$ cat src/rtl/m8_bank_ctrl.sv
// m8_bank_ctrl: ping-pong bank controller between a word source and the M8 frame generator.
// The source fills one half of a 2x(2**AW) word RAM while M8 reads the other half.
// Banks swap when M8 toggles iSwitch. The controller tracks full flags, throttles the writer
// and reports underruns when M8 enters a bank that has not been completely written.
module m8_bank_ctrl #(
  parameter int AW     = 10,
  parameter int DW     = 12,
  parameter int UCNT_W = 8
) (
  input  logic              clk,
  input  logic              reset,
  input  logic              iSwitch,
  input  logic              iRdEn,
  input  logic [AW-1:0]     iAddr,
  input  logic              iWrValid,
  input  logic [DW-1:0]     iWrData,
  input  logic              iFlush,
  output logic              oWrReady,
  output logic              oMemWe,
  output logic [AW:0]       oMemWAddr,
  output logic [DW-1:0]     oMemWData,
  output logic              oMemRdEn,
  output logic [AW:0]       oMemRAddr,
  output logic [1:0]        oFull,
  output logic              oWrBank,
  output logic              oUnderrun,
  output logic [UCNT_W-1:0] oUnderCnt
);

  localparam logic [0:0] ST_FILL = 1'b0;
  localparam logic [0:0] ST_WAIT = 1'b1;

  localparam logic [AW-1:0]     PTR_LAST = '1;
  localparam logic [AW-1:0]     PTR_ONE  = {{(AW-1){1'b0}}, 1'b1};
  localparam logic [UCNT_W-1:0] CNT_MAX  = '1;
  localparam logic [UCNT_W-1:0] CNT_ONE  = {{(UCNT_W-1){1'b0}}, 1'b1};

  logic [0:0]        state_q, state_d;
  logic              wr_bank_q, wr_bank_d;
  logic [AW-1:0]     wr_ptr_q, wr_ptr_d;
  logic [1:0]        full_q, full_d;
  logic              sw_prev_q, sw_prev_d;
  logic              rd_bank_q, rd_bank_d;
  logic              mem_we_q, mem_we_d;
  logic [AW:0]       mem_waddr_q, mem_waddr_d;
  logic [DW-1:0]     mem_wdata_q, mem_wdata_d;
  logic              underrun_q, underrun_d;
  logic [UCNT_W-1:0] under_cnt_q, under_cnt_d;

  logic sw_evt;
  logic in_fill;
  logic last_cand;
  logic abort_fill;
  logic wr_ready;
  logic hs;
  logic last_wr;
  logic other_bank;
  logic free_other;

  // Next-state logic: switch tracking, full-flag merge, writer FSM and write port.
  always_comb begin
    state_d     = state_q;
    wr_bank_d   = wr_bank_q;
    wr_ptr_d    = wr_ptr_q;
    full_d      = full_q;
    sw_prev_d   = iSwitch;
    rd_bank_d   = rd_bank_q;
    mem_we_d    = 1'b0;
    mem_waddr_d = mem_waddr_q;
    mem_wdata_d = mem_wdata_q;
    under_cnt_d = under_cnt_q;

    sw_evt  = iSwitch ^ sw_prev_q;
    in_fill = (state_q == ST_FILL);
    if (sw_evt) begin
      rd_bank_d = iSwitch;
    end

    // A word that completes the bank in the very cycle M8 enters it finishes that bank,
    // so it is not treated as an abort of a partial fill.
    last_cand  = in_fill && iWrValid && !iFlush && (wr_ptr_q == PTR_LAST);
    abort_fill = sw_evt && in_fill && (iSwitch == wr_bank_q) && !last_cand;
    wr_ready   = in_fill && !abort_fill && !iFlush;
    hs         = wr_ready && iWrValid;
    last_wr    = hs && (wr_ptr_q == PTR_LAST);

    // Set from a completing write first; a release of the same bank then wins.
    if (last_wr) begin
      full_d[wr_bank_q] = 1'b1;
    end
    if (sw_evt) begin
      full_d[rd_bank_q] = 1'b0;
    end

    // M8 reading a bank that is not full (after this cycle's completing write) is an underrun.
    underrun_d = sw_evt && !full_d[iSwitch];
    if (underrun_d && (under_cnt_q != CNT_MAX)) begin
      under_cnt_d = under_cnt_q + CNT_ONE;
    end

    other_bank = ~wr_bank_q;
    free_other = !full_d[other_bank] && (other_bank != rd_bank_d);

    if (hs) begin
      mem_we_d    = 1'b1;
      mem_waddr_d = {wr_bank_q, wr_ptr_q};
      mem_wdata_d = iWrData;
    end

    if (iFlush) begin
      full_d    = 2'b00;
      wr_ptr_d  = '0;
      wr_bank_d = ~rd_bank_d;
      state_d   = ST_FILL;
    end else begin
      case (state_q)
        ST_FILL: begin
          if (abort_fill) begin
            wr_ptr_d  = '0;
            wr_bank_d = ~iSwitch;
          end else if (hs) begin
            wr_ptr_d = wr_ptr_q + PTR_ONE;
            if (last_wr) begin
              if (free_other) begin
                wr_bank_d = other_bank;
              end else begin
                state_d = ST_WAIT;
              end
            end
          end
        end
        default: begin
          if (free_other) begin
            state_d   = ST_FILL;
            wr_bank_d = other_bank;
          end
        end
      endcase
    end
  end

  // State registers with synchronous reset; the switch trackers load the live iSwitch level.
  always_ff @(posedge clk) begin
    if (reset) begin
      state_q     <= ST_FILL;
      wr_bank_q   <= 1'b1;
      wr_ptr_q    <= '0;
      full_q      <= 2'b00;
      sw_prev_q   <= iSwitch;
      rd_bank_q   <= iSwitch;
      mem_we_q    <= 1'b0;
      mem_waddr_q <= '0;
      mem_wdata_q <= '0;
      underrun_q  <= 1'b0;
      under_cnt_q <= '0;
    end else begin
      state_q     <= state_d;
      wr_bank_q   <= wr_bank_d;
      wr_ptr_q    <= wr_ptr_d;
      full_q      <= full_d;
      sw_prev_q   <= sw_prev_d;
      rd_bank_q   <= rd_bank_d;
      mem_we_q    <= mem_we_d;
      mem_waddr_q <= mem_waddr_d;
      mem_wdata_q <= mem_wdata_d;
      underrun_q  <= underrun_d;
      under_cnt_q <= under_cnt_d;
    end
  end

  assign oWrReady  = wr_ready;
  assign oMemWe    = mem_we_q;
  assign oMemWAddr = mem_waddr_q;
  assign oMemWData = mem_wdata_q;
  assign oMemRdEn  = iRdEn;
  assign oMemRAddr = {rd_bank_q, iAddr};
  assign oFull     = full_q;
  assign oWrBank   = wr_bank_q;
  assign oUnderrun = underrun_q;
  assign oUnderCnt = under_cnt_q;

endmodule

$ cat config.mk
export PLATFORM = sky130hd
export DESIGN_NAME = m8_bank_ctrl
export DESIGN_NICKNAME = d
export VERILOG_FILES = /design/src/rtl/m8_bank_ctrl.sv
export SDC_FILE = /design/constraint.sdc
export NUM_CORES = 1
export LEC_CHECK = 0
export CAP_MARGIN = 10
export CORE_ASPECT_RATIO = 1.25
export CORE_UTILIZATION = 45
export DETAILED_ROUTE_END_ITERATION = 16
export DONT_BUFFER_PORTS = 1
export PLACE_DENSITY = 0.59
export SETUP_SLACK_MARGIN = 0.15
export SYNTH_ARGS = -nofsm -noshare
export SYNTH_HDL_FRONTEND = slang
export SYNTH_SLANG_ARGS = --single-unit
$ cat constraint.sdc
create_clock -name clk -period 4.33 [get_ports clk]
set_input_delay 0.6495 -clock clk [delete_from_list [all_inputs] [get_ports clk]]
set_output_delay 0.6495 -clock clk [all_outputs]
set_load 0.02 [all_outputs]
==> impl_metrics.tcl, run 1 <==
set metrics [dict create \
    cts_buffers 5 \
    crit_chain "or3b_1 -> nand2_1 -> nand2_1 -> and3_1" \
    r2r-end "oMemWAddr[7]$_SDFFE_PP0N_" \
    crit_top_cell "nand2_1" \
    placed_area_um2 2201 \
    p_leak_nw 0.8086 \
    die_y_um 81.54 \
    nFillCells 486 \
    worstRegToRegCells 6 \
    cp-end-kind "primary output" \
    final_cell_mix "49 x dfxtp_1, 42 x nor2_1, 26 x mux2i_1" \
    ir_drop_uv 204.5 \
    grt_max_degree 38 \
    finalPower_mw 0.8965 \
    route.detailed.drc 0 \
    finalCriticalPeriod_ps 2501 \
    place_ws_ps 1906 \
    grt_pass1_vias 1561 \
    grt_usage_pct 17.74 \
    criticalPathCategory "flop to primary output" \
    maxCapViolations 0 \
    grt_pass1_wl_mm 7.217 \
    cp_slowest_cell "dfxtp_1" \
    antenna_found_initial 0 \
    fin_area_um2 2321 \
    drive_gt1_share_pct 6.751 \
    slew_violations 0 \
    synth_cell_types 47 \
    r2r_slack_ps 1910 \
    ys_seq_area_share_pct 43.08 \
    drt-total-wl_mm 4.505 \
    fin_util_pct 48.36 \
    ant_nets 0 \
    slowest_delay_ps 500 \
    yosysWarnings 0 \
    layout_commonest_cell "dfxtp_1" \
    cts_max_path_buffers 2 \
    synth-simple-area-share_pct 21.21 \
    rsz0062_at_grt "no" \
    finalHoldWorstSlack_ps 368.7 \
    rows 28 \
    worst_pin_slew_ps 1063 \
    tns_ps 0 \
    synthCells 254 \
    dr.first_iter.drc_count 126 \
    syn_nets 284 \
    cts-root-buf "clkbuf_8" \
    finClkSkew_ps 12.45 \
    ios 77 \
    post_cts_resized 0 \
    hp-class "primary input to flop" \
    post_cts_buffers 0 \
    fin_crit_sh_pct 57.76 \
    cellPowerDensity_nw_per_um2 386.2 \
    finalSetupViolations 0 \
    holdPathEnd "sw_prev_q$_DFF_P_" \
    clk_latency_ps 300 \
    via_per_inst 5.690 \
    slew_headroom_pct 28.96 \
    cts_tree "done" \
    dp_cells 289 \
    wl_per_cell_um 15.17 \
    synth_compound_area_share_pct 11.59 \
    die_width_um 65.63 \
    synthAdderAreaFrac_pct 1.099 \
    synth_top_family_by_area "simple AND/OR/NAND/NOR gates" \
    place_congestion 0.7804 \
    cts_max_level 2 \
    r2r-start "wr_ptr_q[1]$_SDFFE_PP0P_" \
    avgSynthCellArea_um2 8.965 \
    ys.flop_type "dfxtp_1" \
    synthArstFlopShare_pct 0 \
    outcome "completed" \
    fin_ws_ps 1829 \
    syn2layout_area_growth_pct 1.923 \
    cp_data_arrival_time_ps 1850 \
    final_cells 297 \
    cp-start-kind "flop" \
    dr.pass1.iters 4 \
    fmax_mhz 399.9 \
    synth_edf_count 0 \
    worstPathMaxFanout 11 \
    muxShareOfSynthArea_pct 11.43 \
    port-buffer-count 0 \
    num_vias 1690 \
    cp_data_required_time_ps 3680 \
    dp_hpwl_mm 3.021 \
    holdBufCountCts 0 \
    die_area_um2 5351 \
    start_util_pct 47.45 \
    holdPathStages 0 \
    diodes 0 \
    core_um2 4800 \
    hold_start "iSwitch" \
    nets 266 \
    yosys_register_bits 49 \
    clkSlewWorstSetupHoldPaths_ps 90 \
    cts_num_sinks 49 \
    gr-total-overflow 0 \
    hold_violations 0 \
    synthXorXnorAreaFrac_pct 3.462 \
    netlist_area_um2 2277 \
]
## layer usage
metal / vias to the layer above / global-route usage, % / wire [µm]
met5: - / 0 / 0
met4: 0 / 6.522 / 77
met3: 7 / 5.694 / 221
met2: 39 / 29.39 / 2136
met1: 804 / 21.27 / 2069
li1: 840 / - / -
## worst max path at each step
stage / startpoint / to / slack [ps] / cells after the start
3_5_place_dp: wr_ptr_q[0]$_SDFFE_PP0P_ / oMemWData[6]$_SDFFE_PP0N_ / 1910 / 6
4_1_cts: wr_ptr_q[0]$_SDFFE_PP0P_ / oWrReady / 1810 / 5
3_3_place_gp: wr_ptr_q[1]$_SDFFE_PP0P_ / oMemWData[11]$_SDFFE_PP0N_ / 1920 / 6
2_1_floorplan: iSwitch / oWrReady / 2060 / 5
5_1_grt: wr_ptr_q[0]$_SDFFE_PP0P_ / oWrReady / 1640 / 5
6_report: oWrBank$_SDFFE_PP1P_ / oWrReady / 1830 / 4
## cell usage after synthesis (2+ instances only)
cell type / n / area [µm²]
and3_1: 2 / 12.51
a211oi_1: 2 / 15.01
dfxtp_1: 49 / 980.9
buf_2: 4 / 20.02
nor2_1: 42 / 157.7
and4_1: 2 / 17.52
a31oi_1: 2 / 12.51
nand4_1: 6 / 37.54
and2_1: 2 / 12.51
buf_4: 15 / 112.6
nand2_1: 14 / 52.55
nand2b_1: 4 / 25.02
o21ai_0: 5 / 25.02
o21ai_1: 6 / 30.03
mux2i_1: 26 / 260.3
nand3_1: 9 / 45.04
clkbuf_1: 5 / 18.77
or3_1: 4 / 25.02
nor3_1: 2 / 10.01
o211ai_1: 2 / 15.01
a22oi_1: 2 / 15.01
xor2_1: 9 / 78.83
ha_1: 2 / 25.02
a21oi_1: 10 / 50.05
inv_1: 6 / 22.52
## final cells by class
cell class | instances | area [µm²] | area share (%)
inverter | 6 | 22.52 | 0.9703
sequential | 49 | 980.9 | 42.26
tap | 60 | 75.07 | 3.234
multi-input combinational | 174 | 1122 | 48.36
clock buffer | 6 | 82.58 | 3.558
clock inverter | 2 | 37.54 | 1.617
## flip-flops by register name, summed over array words and instances, names as in the netlist
name       count
oUnderCnt      8
oFull          2
rd_bank_q      1
wr_ptr_q      10
oMemWAddr     11
oWrBank        1
oUnderrun      1
sw_prev_q      1
oMemWe         1
oMemWData     12
state_q        1
## where the power goes
part / total (mW) / internal, mW / switching, mW
logic: 0.0650 / 0.0297 / 0.0353
registers: 0.492 / 0.463 / 0.0290
clock network: 0.340 / 0.188 / 0.152
## kinds of logic (layout without fill, tap and decap cells)
kind of cell             after synthesis  after routing
XOR/XNOR                               9              9
adder cells (fa/ha/maj)                2              2
AO/OA/AOI/OAI                         40             40
flip-flops                            49             49
multiplexers                          26             26
buffers and inverters                 31             14
AND/OR/NAND/NOR                       97             97
## critical path, delay by kind of cell (launching register included)
family           cells  cell delay [ps]
and+or+nand+nor      4             1060
DFF                  1              500
No activity file was read; power rests on OpenSTA's default activity.
==> inputs of run 2 (changes only) <==
--- a/config.mk
+++ b/config.mk
@@ -5,6 +5,7 @@
 export SDC_FILE = /design/constraint.sdc
 export NUM_CORES = 1
 export LEC_CHECK = 0
+export ABC_AREA = 1
 export CAP_MARGIN = 10
 export CORE_ASPECT_RATIO = 1.25
 export CORE_UTILIZATION = 45
==> constraint.sdc (replaced) <==
create_clock -name clk -period 2.35 [get_ports clk]
set_input_delay 0.3525 -clock clk [delete_from_list [all_inputs] [get_ports clk]]
set_output_delay 0.3525 -clock clk [all_outputs]
set_load 0.02 [all_outputs]
==> run 2 against run 1 <==
  * Clock skew shrank 6.6 ps
  * Largest cell class unchanged
  * Sequential share of layout area grew 0.58 points
  * Sequential power grew 93%
  * Setup slack worse by 1500 ps
  * Critical path depth grew 1
  * Core utilization fell by 0.30 points
  * Combinational power rose to 2.6 times the previous value
==> impl_metrics.tcl, run 2 <==
set metrics [dict create \
    outcome "completed" \
    hold_start "iSwitch" \
    cts_tree "done" \
    clkSlewWorstSetupHoldPaths_ps 90 \
    slew_violations 0 \
    finalCriticalPeriod_ps 1981 \
    nFillCells 504 \
    synth_top_cell_by_area "dfxtp_1" \
    die_width_um 65.37 \
    worst_pin_slew_ps 688.2 \
    layout_commonest_cell "nor2_1" \
    ys_seq_area_share_pct 43.43 \
    via_per_inst 5.075 \
    synth_edf_count 0 \
    diodes 0 \
    largest_reg_flops 12 \
    fmax_mhz 504.8 \
    cp-start-kind "flop" \
    ant_nets 0 \
    cp-end-kind "primary output" \
    yosys_register_bits 49 \
    port-buffer-count 0 \
    finClkSkew_ps 5.818 \
    synth.area.top_cells "dfxtp_1 43%, nor2_1 8.5%, nand2_1 7.3%, a21oi_1 4.9%, buf_4 4.7%" \
    crit_chain "ha_1 -> nand2_1 -> nor2_2 -> nand3_2 -> a21oi_2" \
    ios 77 \
    worstRegToRegCells 9 \
    holdBufCountCts 0 \
    place_congestion 0.7902 \
    endpoint "oWrReady" \
    fin_crit_sh_pct 84.29 \
    cp_num_cells 5 \
    dr.first_iter.drc_count 79 \
    netlist_area_um2 2258 \
    cts-root-buf "clkbuf_8" \
    cellPowerDensity_nw_per_um2 697.9 \
    route.detailed.drc 0 \
    multi_input_area_um2 1033 \
    crit_family "simple AND/OR/NAND/NOR gates" \
    dp_hpwl_mm 3.165 \
    syn_nets 327 \
    yosysTopAreaCellShare_pct 43.43 \
    maxCapViolations 0 \
    placed_area_um2 2202 \
    synthArstFlopShare_pct 0 \
    start_util_pct 47.40 \
    ys_top_cells_by_count "51 x nor2_1, 49 x dfxtp_1, 44 x nand2_1, 24 x inv_1, 22 x a21oi_1" \
    rsz0062_at_grt "no" \
    antenna_found_initial 0 \
    cts_num_sinks 49 \
    die_y_um 81.21 \
    core_um2 4765 \
    yosysMostFrequentCell "nor2_1" \
    finalSetupViolations 0 \
    yosysWarnings 0 \
    drt-total-wl_mm 4.485 \
    grt_max_degree 32 \
    syn2layout_area_growth_pct 1.385 \
    nets 316 \
    r2r_slack_ps 470 \
    post_cts_resized 0 \
    synth_cell_types 32 \
    p_leak_nw 0.8933 \
    ir_drop_uv 244.2 \
    clk_latency_ps 300 \
    regArea_um2 980.9 \
    grt_pass1_wl_mm 7.486 \
    r2r-end "oMemWAddr[3]$_SDFFE_PP0N_" \
    final_cell_mix "51 x nor2_1, 49 x dfxtp_1, 44 x nand2_1" \
    critPathLaunch "wr_ptr_q[1]$_SDFFE_PP0P_" \
    finalHoldWorstSlack_ps 79.19 \
    cts_max_level 2 \
    num_vias 1761 \
    grt_pass1_vias 1672 \
    finalPower_mw 1.598 \
    criticalPathCategory "flop to primary output" \
    post_cts_buffers 0 \
    synthCells 297 \
    worstPathMaxFanout 5 \
    grt_usage_pct 18.30 \
    die_area_um2 5308 \
    drive_gt1_share_pct 11.50 \
    dr.pass1.iters 4 \
    rows 28 \
    fin_area_um2 2290 \
    cts_max_path_buffers 2 \
    cp_data_arrival_time_ps 1630 \
    ys.flop_type "dfxtp_1" \
    tns_ps 0 \
    slew_headroom_pct 54.07 \
    r2r-start "wr_ptr_q[1]$_SDFFE_PP0P_" \
    cp_num_buf_inv 0 \
    cp_data_required_time_ps 2000 \
    gr-total-overflow 0 \
    hp-class "primary input to flop" \
    wl_per_cell_um 12.93 \
    slowest_delay_ps 380 \
    hold_violations 0 \
    cts_buffers 5 \
    avgSynthCellArea_um2 7.604 \
    cp_slowest_cell "dfxtp_1" \
]
==> run 2: worst min path at each step <==
stage	end	slack, ps	cells past startpoint
2_1_floorplan	sw_prev_q$_DFF_P_	380	0
3_3_place_gp	sw_prev_q$_DFF_P_	380	0
3_5_place_dp	sw_prev_q$_DFF_P_	380	0
4_1_cts	sw_prev_q$_DFF_P_	70	0
5_1_grt	sw_prev_q$_DFF_P_	60	0
6_report	sw_prev_q$_DFF_P_	80	0
==> run 2: area by class of cell <==
type,count,area share [%]
tap,60,3.279
clock inverter,1,0.3279
timing repair buffer,1,0.3279
sequential,49,42.84
clock buffer,7,3.333
inverter,28,4.754
multi-input combinational,201,45.14
==> run 2: report_power, final <==
part | internal, mW | total [mW] | switching [mW]
logic | 0.0550 | 0.169 | 0.114
registers | 0.871 | 0.948 | 0.0773
clock network | 0.211 | 0.481 | 0.270
==> run 2: layer usage <==
metal | global-route usage (%) | vias to the layer above | routed length (µm)
met3 | 6.461 | 7 | 313
li1 | - | 926 | -
met1 | 20.31 | 786 | 1970
met4 | 6.957 | 0 | 85
met5 | 0 | - | 0
met2 | 31.75 | 42 | 2115
==> run 2: cell families (layout without fill, tap and decap cells) <==
| logic type | after synthesis | count (layout) | synth area share, % |
|---|---|---|---|
| AOI/OAI and AO/OA | 56 | 56 | 13.63 |
| DFF | 49 | 49 | 43.43 |
| xor gates and xnor gates | 7 | 7 | 2.715 |
| adders and majority gates | 2 | 2 | 1.108 |
| and+or+nand+nor | 136 | 136 | 28.14 |
| buffers and inverters | 47 | 37 | 10.97 |
==> run 2: per-stage QoR <==
| step | worst slack (ps) | utilization [%] | std cells |
|---|---|---|---|
| 2_1_floorplan | 661.7 | - | 297 |
| 3_3_place_gp | 532.3 | 46.22 | 339 |
| 3_5_place_dp | 494.6 | 46.22 | 339 |
| 4_1_cts | 229.5 | 47.98 | 347 |
| 5_1_grt | 189.8 | 48.06 | 347 |
| 6_report | 369.2 | 48.06 | 347 |
